===== config.mk =====
export PLATFORM = sky130hd
export DESIGN_NAME = switch_debounce_irq_flat
export DESIGN_NICKNAME = d
export VERILOG_FILES = /design/src/rtl/switch_debounce_irq_pkg.sv /design/src/rtl/switch_debounce_irq_if.sv /design/src/rtl/switch_debounce_irq_debounce_bit.sv /design/src/rtl/switch_debounce_irq.sv /design/src/flat_wrapper.sv
export SDC_FILE = /design/constraint.sdc
export NUM_CORES = 1
export LEC_CHECK = 0
export CAP_MARGIN = 20
export CORE_AREA = 2 2 107 109
export DETAILED_ROUTE_END_ITERATION = 8
export DIE_AREA = 0 0 109 111
export PLACE_DENSITY = 0.62
export SLEW_MARGIN = 20
export SYNTH_ARGS = -nofsm -noshare
export SYNTH_HDL_FRONTEND = slang
export SYNTH_SLANG_ARGS = --single-unit

===== constraint.sdc =====
create_clock -name clk_clk -period 6 [get_ports clk_clk]
set_input_delay 1.8 -clock clk_clk [delete_from_list [all_inputs] [get_ports clk_clk]]
set_output_delay 1.8 -clock clk_clk [all_outputs]
set_load 0.005 [all_outputs]

===== src/rtl/switch_debounce_irq_pkg.sv =====
// Shared constants and helpers for the switch conditioning block.
package switch_debounce_pkg;

  // Edge selection codes for the EDGE_MODE parameter.
  localparam int EDGE_RISING  = 0;
  localparam int EDGE_FALLING = 1;
  localparam int EDGE_BOTH    = 2;

  // 1 ms of stable input at a 50 MHz system clock.
  localparam int DEFAULT_DEBOUNCE_CYCLES = 50000;

  // True when a debounced toggle to new_level counts as an edge event
  // under the given edge mode.
  function automatic logic edge_hit(input int mode, input logic new_level);
    if (mode == EDGE_RISING) begin
      return new_level;
    end else if (mode == EDGE_FALLING) begin
      return ~new_level;
    end else begin
      return 1'b1;
    end
  endfunction

endpackage


===== src/rtl/switch_debounce_irq_if.sv =====
// Bus between the switch conditioning block and the HPS-side PIO/IRQ logic.
interface switch_debounce_irq_if #(
  parameter int WIDTH = 4
);

  logic [WIDTH-1:0] switches_raw;
  logic [WIDTH-1:0] switches_export;
  logic [WIDTH-1:0] irq_mask;
  logic [WIDTH-1:0] capture_clear;
  logic [WIDTH-1:0] edge_capture;
  logic             irq;

  // HPS / board side: supplies pads, mask and clear strobes.
  modport master (
    output switches_raw,
    output irq_mask,
    output capture_clear,
    input  switches_export,
    input  edge_capture,
    input  irq
  );

  // Conditioning block side.
  modport slave (
    input  switches_raw,
    input  irq_mask,
    input  capture_clear,
    output switches_export,
    output edge_capture,
    output irq
  );

endinterface


===== src/rtl/switch_debounce_irq_debounce_bit.sv =====
// One switch bit: 2-FF synchroniser, debounce counter, stable level and
// a single-cycle edge pulse coinciding with the stable-level update.
module debounce_bit
  import switch_debounce_pkg::*;
#(
  parameter int DEBOUNCE_CYCLES = DEFAULT_DEBOUNCE_CYCLES,
  parameter int EDGE_MODE       = EDGE_BOTH
) (
  input  logic clk,
  input  logic rst,
  input  logic raw,
  output logic level,
  output logic edge_pulse
);

  localparam int            CW      = $clog2(DEBOUNCE_CYCLES);
  localparam logic [CW-1:0] CNT_MAX = CW'(DEBOUNCE_CYCLES - 1);

  logic [1:0]    sync_q;
  logic [CW-1:0] cnt_q;
  logic          stable_q;
  logic          differ;
  logic          expire;

  // Decide whether this cycle completes a debounce window.
  // NOTE: every always_comb output gets a value on every path, so no latch is inferred.
  always_comb begin
    differ     = sync_q[1] ^ stable_q;
    expire     = differ && (cnt_q == CNT_MAX);
    edge_pulse = expire && edge_hit(EDGE_MODE, sync_q[1]);
  end

  // Synchronise the pad, count consecutive differing cycles, toggle on expiry.
  // NOTE: state is updated with non-blocking assignments so every flop samples pre-edge values.
  always_ff @(posedge clk or posedge rst) begin
    if (rst) begin
      sync_q   <= '0;
      cnt_q    <= '0;
      stable_q <= 1'b0;
    end else begin
      sync_q <= {sync_q[0], raw};
      if (!differ) begin
        cnt_q <= '0;
      end else if (expire) begin
        stable_q <= ~stable_q;
        cnt_q    <= '0;
      end else begin
        cnt_q <= cnt_q + 1'b1;
      end
    end
  end

  assign level = stable_q;

endmodule


===== src/rtl/switch_debounce_irq.sv =====
// Top: per-bit debouncers, sticky edge capture register and level IRQ.
module switch_debounce_irq
  import switch_debounce_pkg::*;
#(
  parameter int WIDTH           = 4,
  parameter int DEBOUNCE_CYCLES = DEFAULT_DEBOUNCE_CYCLES,
  parameter int EDGE_MODE       = EDGE_BOTH
) (
  input  logic                 clk_clk,
  input  logic                 reset_reset,
  switch_debounce_irq_if.slave bus
);

  logic [WIDTH-1:0] level;
  logic [WIDTH-1:0] edge_pulse;
  logic [WIDTH-1:0] capture_q;

  for (genvar g = 0; g < WIDTH; g++) begin : g_bit
    debounce_bit #(
      .DEBOUNCE_CYCLES (DEBOUNCE_CYCLES),
      .EDGE_MODE       (EDGE_MODE)
    ) u_bit (
      .clk        (clk_clk),
      .rst        (reset_reset),
      .raw        (bus.switches_raw[g]),
      .level      (level[g]),
      .edge_pulse (edge_pulse[g])
    );
  end

  // Sticky capture: a new edge wins over a simultaneous clear strobe.
  always_ff @(posedge clk_clk or posedge reset_reset) begin
    if (reset_reset) begin
      capture_q <= '0;
    end else begin
      capture_q <= (capture_q & ~bus.capture_clear) | edge_pulse;
    end
  end

  assign bus.switches_export = level;
  assign bus.edge_capture    = capture_q;
  assign bus.irq             = |(capture_q & bus.irq_mask);

endmodule

===== src/flat_wrapper.sv =====
// flat-port wrapper written by rule: the top's interface ports become plain ports
module switch_debounce_irq_flat import switch_debounce_pkg::*;
#(
  parameter int WIDTH           = 4,
  parameter int DEBOUNCE_CYCLES = DEFAULT_DEBOUNCE_CYCLES,
  parameter int EDGE_MODE       = EDGE_BOTH
)
  (clk_clk, reset_reset, bus_switches_raw, bus_irq_mask, bus_capture_clear, bus_switches_export, bus_edge_capture, bus_irq);
  switch_debounce_irq_if #(.WIDTH(WIDTH)) bus_i ();
  input  logic clk_clk;
  input  logic reset_reset;
  input wire logic [$bits(bus_i.switches_raw)-1:0] bus_switches_raw;
  input wire logic [$bits(bus_i.irq_mask)-1:0] bus_irq_mask;
  input wire logic [$bits(bus_i.capture_clear)-1:0] bus_capture_clear;
  output wire logic [$bits(bus_i.switches_export)-1:0] bus_switches_export;
  output wire logic [$bits(bus_i.edge_capture)-1:0] bus_edge_capture;
  output wire logic [$bits(bus_i.irq)-1:0] bus_irq;
  assign bus_i.switches_raw = bus_switches_raw;
  assign bus_i.irq_mask = bus_irq_mask;
  assign bus_i.capture_clear = bus_capture_clear;
  assign bus_switches_export = bus_i.switches_export;
  assign bus_edge_capture = bus_i.edge_capture;
  assign bus_irq = bus_i.irq;
  switch_debounce_irq #(.WIDTH(WIDTH), .DEBOUNCE_CYCLES(DEBOUNCE_CYCLES), .EDGE_MODE(EDGE_MODE)) u_core (.clk_clk(clk_clk), .reset_reset(reset_reset), .bus(bus_i));
endmodule

==> run_summary.xml <==
<?xml version="1.0" encoding="UTF-8"?>
<metrics>
  <group name="outcome">
    <metric name="status" unit="">finished, final reports clean</metric>
  </group>
  <group name="power_and_ir_drop">
    <metric name="netSwitchingPower" unit="µW">252</metric>
    <metric name="p_int" unit="µW">847</metric>
    <metric name="leakage" unit="nW">1.68</metric>
    <metric name="p_per_area" unit="mW/mm²">252</metric>
    <metric name="clock_power_share" unit="">0.457</metric>
    <metric name="ir_worst_vdd" unit="mV">0.186</metric>
    <metric name="power.combinational.fraction" unit="">0.036</metric>
    <metric name="seqPwrFrac" unit="">0.507</metric>
    <metric name="power_switching_share" unit="">0.229</metric>
  </group>
  <group name="sta">
    <metric name="period_needed" unit="ps">4700</metric>
    <metric name="finalMaxSlewViolations" unit="">0</metric>
    <metric name="setup_total_neg_slack" unit="ps">0</metric>
    <metric name="hold_viol_final" unit="">0</metric>
    <metric name="worst_pin_slew" unit="ps">810</metric>
    <metric name="grt_setup_unrepaired" unit="">false</metric>
    <metric name="relSlewSlack" unit="">0.459</metric>
    <metric name="setup_violations" unit="">0</metric>
    <metric name="maximum_operating_frequency" unit="MHz">213</metric>
    <metric name="final.period_utilization" unit="">0.784</metric>
    <metric name="postLayoutSetupSlackWorst" unit="ps">1300</metric>
    <metric name="finClkSkew" unit="ps">7.43</metric>
    <metric name="final.hold.worst_slack" unit="ps">348</metric>
  </group>
  <group name="clock_network">
    <metric name="tritoncts_clock_tree" unit="">yes</metric>
    <metric name="clk_latency" unit="ps">330</metric>
    <metric name="cts_buffer_depth" unit="">2</metric>
    <metric name="cts_made_buffers" unit="">9</metric>
    <metric name="cts.root.buffer_cell" unit="">clkbuf_16</metric>
    <metric name="path_clk_slew" unit="ps">60</metric>
    <metric name="postCtsSetupRepairBufs" unit="">0</metric>
    <metric name="cts_hold_buf" unit="">0</metric>
    <metric name="numClockSinks" unit="">80</metric>
    <metric name="clock_tree.htree_level_count" unit="">3</metric>
    <metric name="ctsResizeCount" unit="">0</metric>
  </group>
  <group name="place">
    <metric name="place_ws" unit="ps">1290</metric>
    <metric name="post-place-cells" unit="">521</metric>
    <metric name="placed_cell_area" unit="mm²">0.00408</metric>
    <metric name="gp_congestion" unit="">0.799</metric>
    <metric name="dp_hpwl" unit="mm">4.66</metric>
    <metric name="port_buffers" unit="">22</metric>
  </group>
  <group name="logic_synthesis">
    <metric name="synthesis.area" unit="mm²">0.00372</metric>
    <metric name="ys_seq_elements" unit="">80</metric>
    <metric name="syn_nets" unit="">381</metric>
    <metric name="synth_enable_flop_cells" unit="">0</metric>
    <metric name="post-synth-top-area-cell" unit="">dfrtp_1</metric>
    <metric name="synth-seq-area-share" unit="">0.538</metric>
    <metric name="netlist.area_leader.share" unit="">0.538</metric>
    <metric name="synth_cell_types" unit="">36</metric>
    <metric name="yosysWarnings" unit="">0</metric>
    <metric name="synthFlopType" unit="">dfrtp_1</metric>
    <metric name="netlist_top_cells_area" unit="">dfrtp_1, xnor2_1, nor2_1</metric>
    <metric name="asyncSetResetFlopFracSynth" unit="">1.00</metric>
    <metric name="synth.avg_cell_area" unit="µm²">10.3</metric>
    <metric name="synth_cells" unit="">363</metric>
  </group>
  <group name="setup_path">
    <metric name="critical_path.startpoint_type" unit="">input port</metric>
    <metric name="endpoint_kind" unit="">output port</metric>
    <metric name="critical_path_peak_fanout" unit="">1</metric>
    <metric name="rr_startpoint" unit="">u_core.g_bit[3].u_bit.cnt_q[12]</metric>
    <metric name="worst_setup_path_startpoint" unit="">bus_irq_mask[2]</metric>
    <metric name="r2r.worst_path.cells" unit="">5</metric>
    <metric name="cp_data_arrival_time" unit="ps">2900</metric>
    <metric name="timing.critical_path.to" unit="">bus_irq</metric>
    <metric name="ff2ff_setup_slack" unit="ps">4020</metric>
    <metric name="worst_r2r_endpoint" unit="">u_core.g_bit[3].u_bit.cnt_q[8]</metric>
    <metric name="required" unit="ps">4200</metric>
    <metric name="critical_path_class" unit="">input port to output port</metric>
  </group>
  <group name="hold_path">
    <metric name="hold_path.class" unit="">register to register</metric>
    <metric name="worstHoldStart" unit="">u_core.g_bit[0].u_bit.sync_q[0]</metric>
  </group>
  <group name="global_route">
    <metric name="grt.overflow.total" unit="">0</metric>
    <metric name="grt_first_pass_wirelength" unit="mm">12.3</metric>
    <metric name="antenna_found_initial" unit="">0</metric>
    <metric name="pin_count_of_the_biggest_net_entering_global_routing" unit="">49</metric>
    <metric name="grt.total_usage" unit="">0.128</metric>
    <metric name="grt_pass1_vias" unit="">2628</metric>
  </group>
  <group name="route">
    <metric name="vias_per_inst" unit="">4.80</metric>
    <metric name="drc" unit="">0</metric>
    <metric name="vias" unit="">2579</metric>
    <metric name="drt_iter0_drc" unit="">169</metric>
    <metric name="number_of_antenna_violating_nets_in_the_routed_design" unit="">0</metric>
    <metric name="detail_route.first_pass.iterations" unit="">4</metric>
    <metric name="routed_wire_length_per_instance" unit="µm">12.8</metric>
    <metric name="drt-total-wl" unit="mm">6.89</metric>
  </group>
  <group name="floorplanning">
    <metric name="core-area" unit="mm²">0.0111</metric>
    <metric name="floorplan.die.width" unit="µm">109</metric>
    <metric name="die_area" unit="mm²">0.0121</metric>
    <metric name="row_count" unit="">39</metric>
    <metric name="die_h" unit="µm">111</metric>
    <metric name="floorplan.initialDensity" unit="">0.336</metric>
    <metric name="floorplan.io_pins" unit="">23</metric>
  </group>
  <group name="final_layout">
    <metric name="cell_area_after_layout" unit="mm²">0.00436</metric>
    <metric name="post_route_cells_drive_above_1_share" unit="">0.0685</metric>
    <metric name="layout-area-overhead-vs-synth" unit="%">17.0</metric>
    <metric name="layout_commonest_cell" unit="">dfrtp_1</metric>
    <metric name="layout.cells.most_common_list" unit="">dfrtp_1, nor2_1, xnor2_1</metric>
    <metric name="ant_diodes" unit="">0</metric>
    <metric name="final_net_count" unit="">407</metric>
    <metric name="nFillCells" unit="">1064</metric>
    <metric name="post_layout_nonfiller_instances" unit="">537</metric>
  </group>
  <group name="job">
    <metric name="timing.max_cap.violations" unit="">0</metric>
  </group>
</metrics>
==> layer usage <==
| metal | track usage | wire (µm) | vias to the layer above |
|---|---|---|---|
| met5 | 0 | 0 | - |
| met2 | 0.189 | 3200 | 36 |
| met3 | 0.0317 | 213 | 8 |
| met1 | 0.181 | 3380 | 1237 |
| li1 | - | - | 1298 |
| met4 | 0.0496 | 97 | 0 |
==> worst max-delay path, stage by stage <==
cell,delay [ps]
clkdlybuf4s50_1,400
a22oi_1,200
nand2_1,60
clkdlybuf4s50_1,440
==> area by class of cell <==
| cell class | count | area, µm² | area share |
|---|---|---|---|
| clock inverters | 6 | 45.0 | 0.0103 |
| flip-flops and latches | 80 | 2000 | 0.460 |
| well taps | 143 | 179 | 0.0411 |
| inverters | 17 | 65.1 | 0.0149 |
| repair buffers | 24 | 235 | 0.0540 |
| clock buffers | 10 | 229 | 0.0526 |
| multi-input cells | 257 | 1600 | 0.367 |
==> cell families after synthesis <==
family | after synthesis | share of synthesized area
and+or+nand+nor | 177 | 0.238
xor gates and xnor gates | 60 | 0.141
DFF | 80 | 0.538
adders and majority gates | 4 | 0.0134
muxes | 4 | 0.0131
AOI/OAI and AO/OA | 12 | 0.0239
buffers and inverters | 26 | 0.0326
==> power groups by stage <==
stage               Clock [mW]  Combinational [mW]  Sequential [mW]
floorplan                    0              0.0256            0.565
finish                   0.502              0.0396            0.557
detailed placement           0              0.0409            0.567
CTS                      0.521              0.0413            0.557
global route             0.547              0.0459            0.558
global placement             0              0.0402            0.567
==> cell usage after synthesis, types with 4 or more instances <==
master / instances
dfrtp_1: 80
nor2_1: 71
inv_1: 17
and3_1: 4
nand4_1: 16
xor2_1: 10
nor3_1: 14
nand2_1: 14
nand3_1: 23
ha_1: 4
nor4_1: 16
xnor2_1: 50
buf_4: 4
==> per-stage QoR <==
stage	total power [mW]	utilization
CTS	1.12	0.393
global placement	0.607	0.368
global route	1.15	0.393
detailed placement	0.608	0.368
floorplan	0.591	-
finish	1.10	0.393
==> sequential cells by signal (all words and copies together), names as in the netlist <==
| name | count |
|---|---|
| u_core.g_bit.u_bit.cnt_q | 64 |
| u_core.g_bit.u_bit.sync_q | 8 |
| u_core.g_bit.u_bit.level | 4 |
| u_core.bus.edge_capture | 4 |
==> how the worst min path moves through the flow <==
stage,cells past startpoint,endpoint
after floorplan,0,u_core.g_bit[0].u_bit.sync_q[1]
after global placement,0,u_core.g_bit[0].u_bit.sync_q[1]
after detailed placement,0,u_core.g_bit[0].u_bit.sync_q[1]
after CTS,0,u_core.g_bit[0].u_bit.sync_q[1]
after global routing,0,u_core.g_bit[0].u_bit.sync_q[1]
final,0,u_core.g_bit[0].u_bit.sync_q[1]
Power figures use the tool's default switching activity.
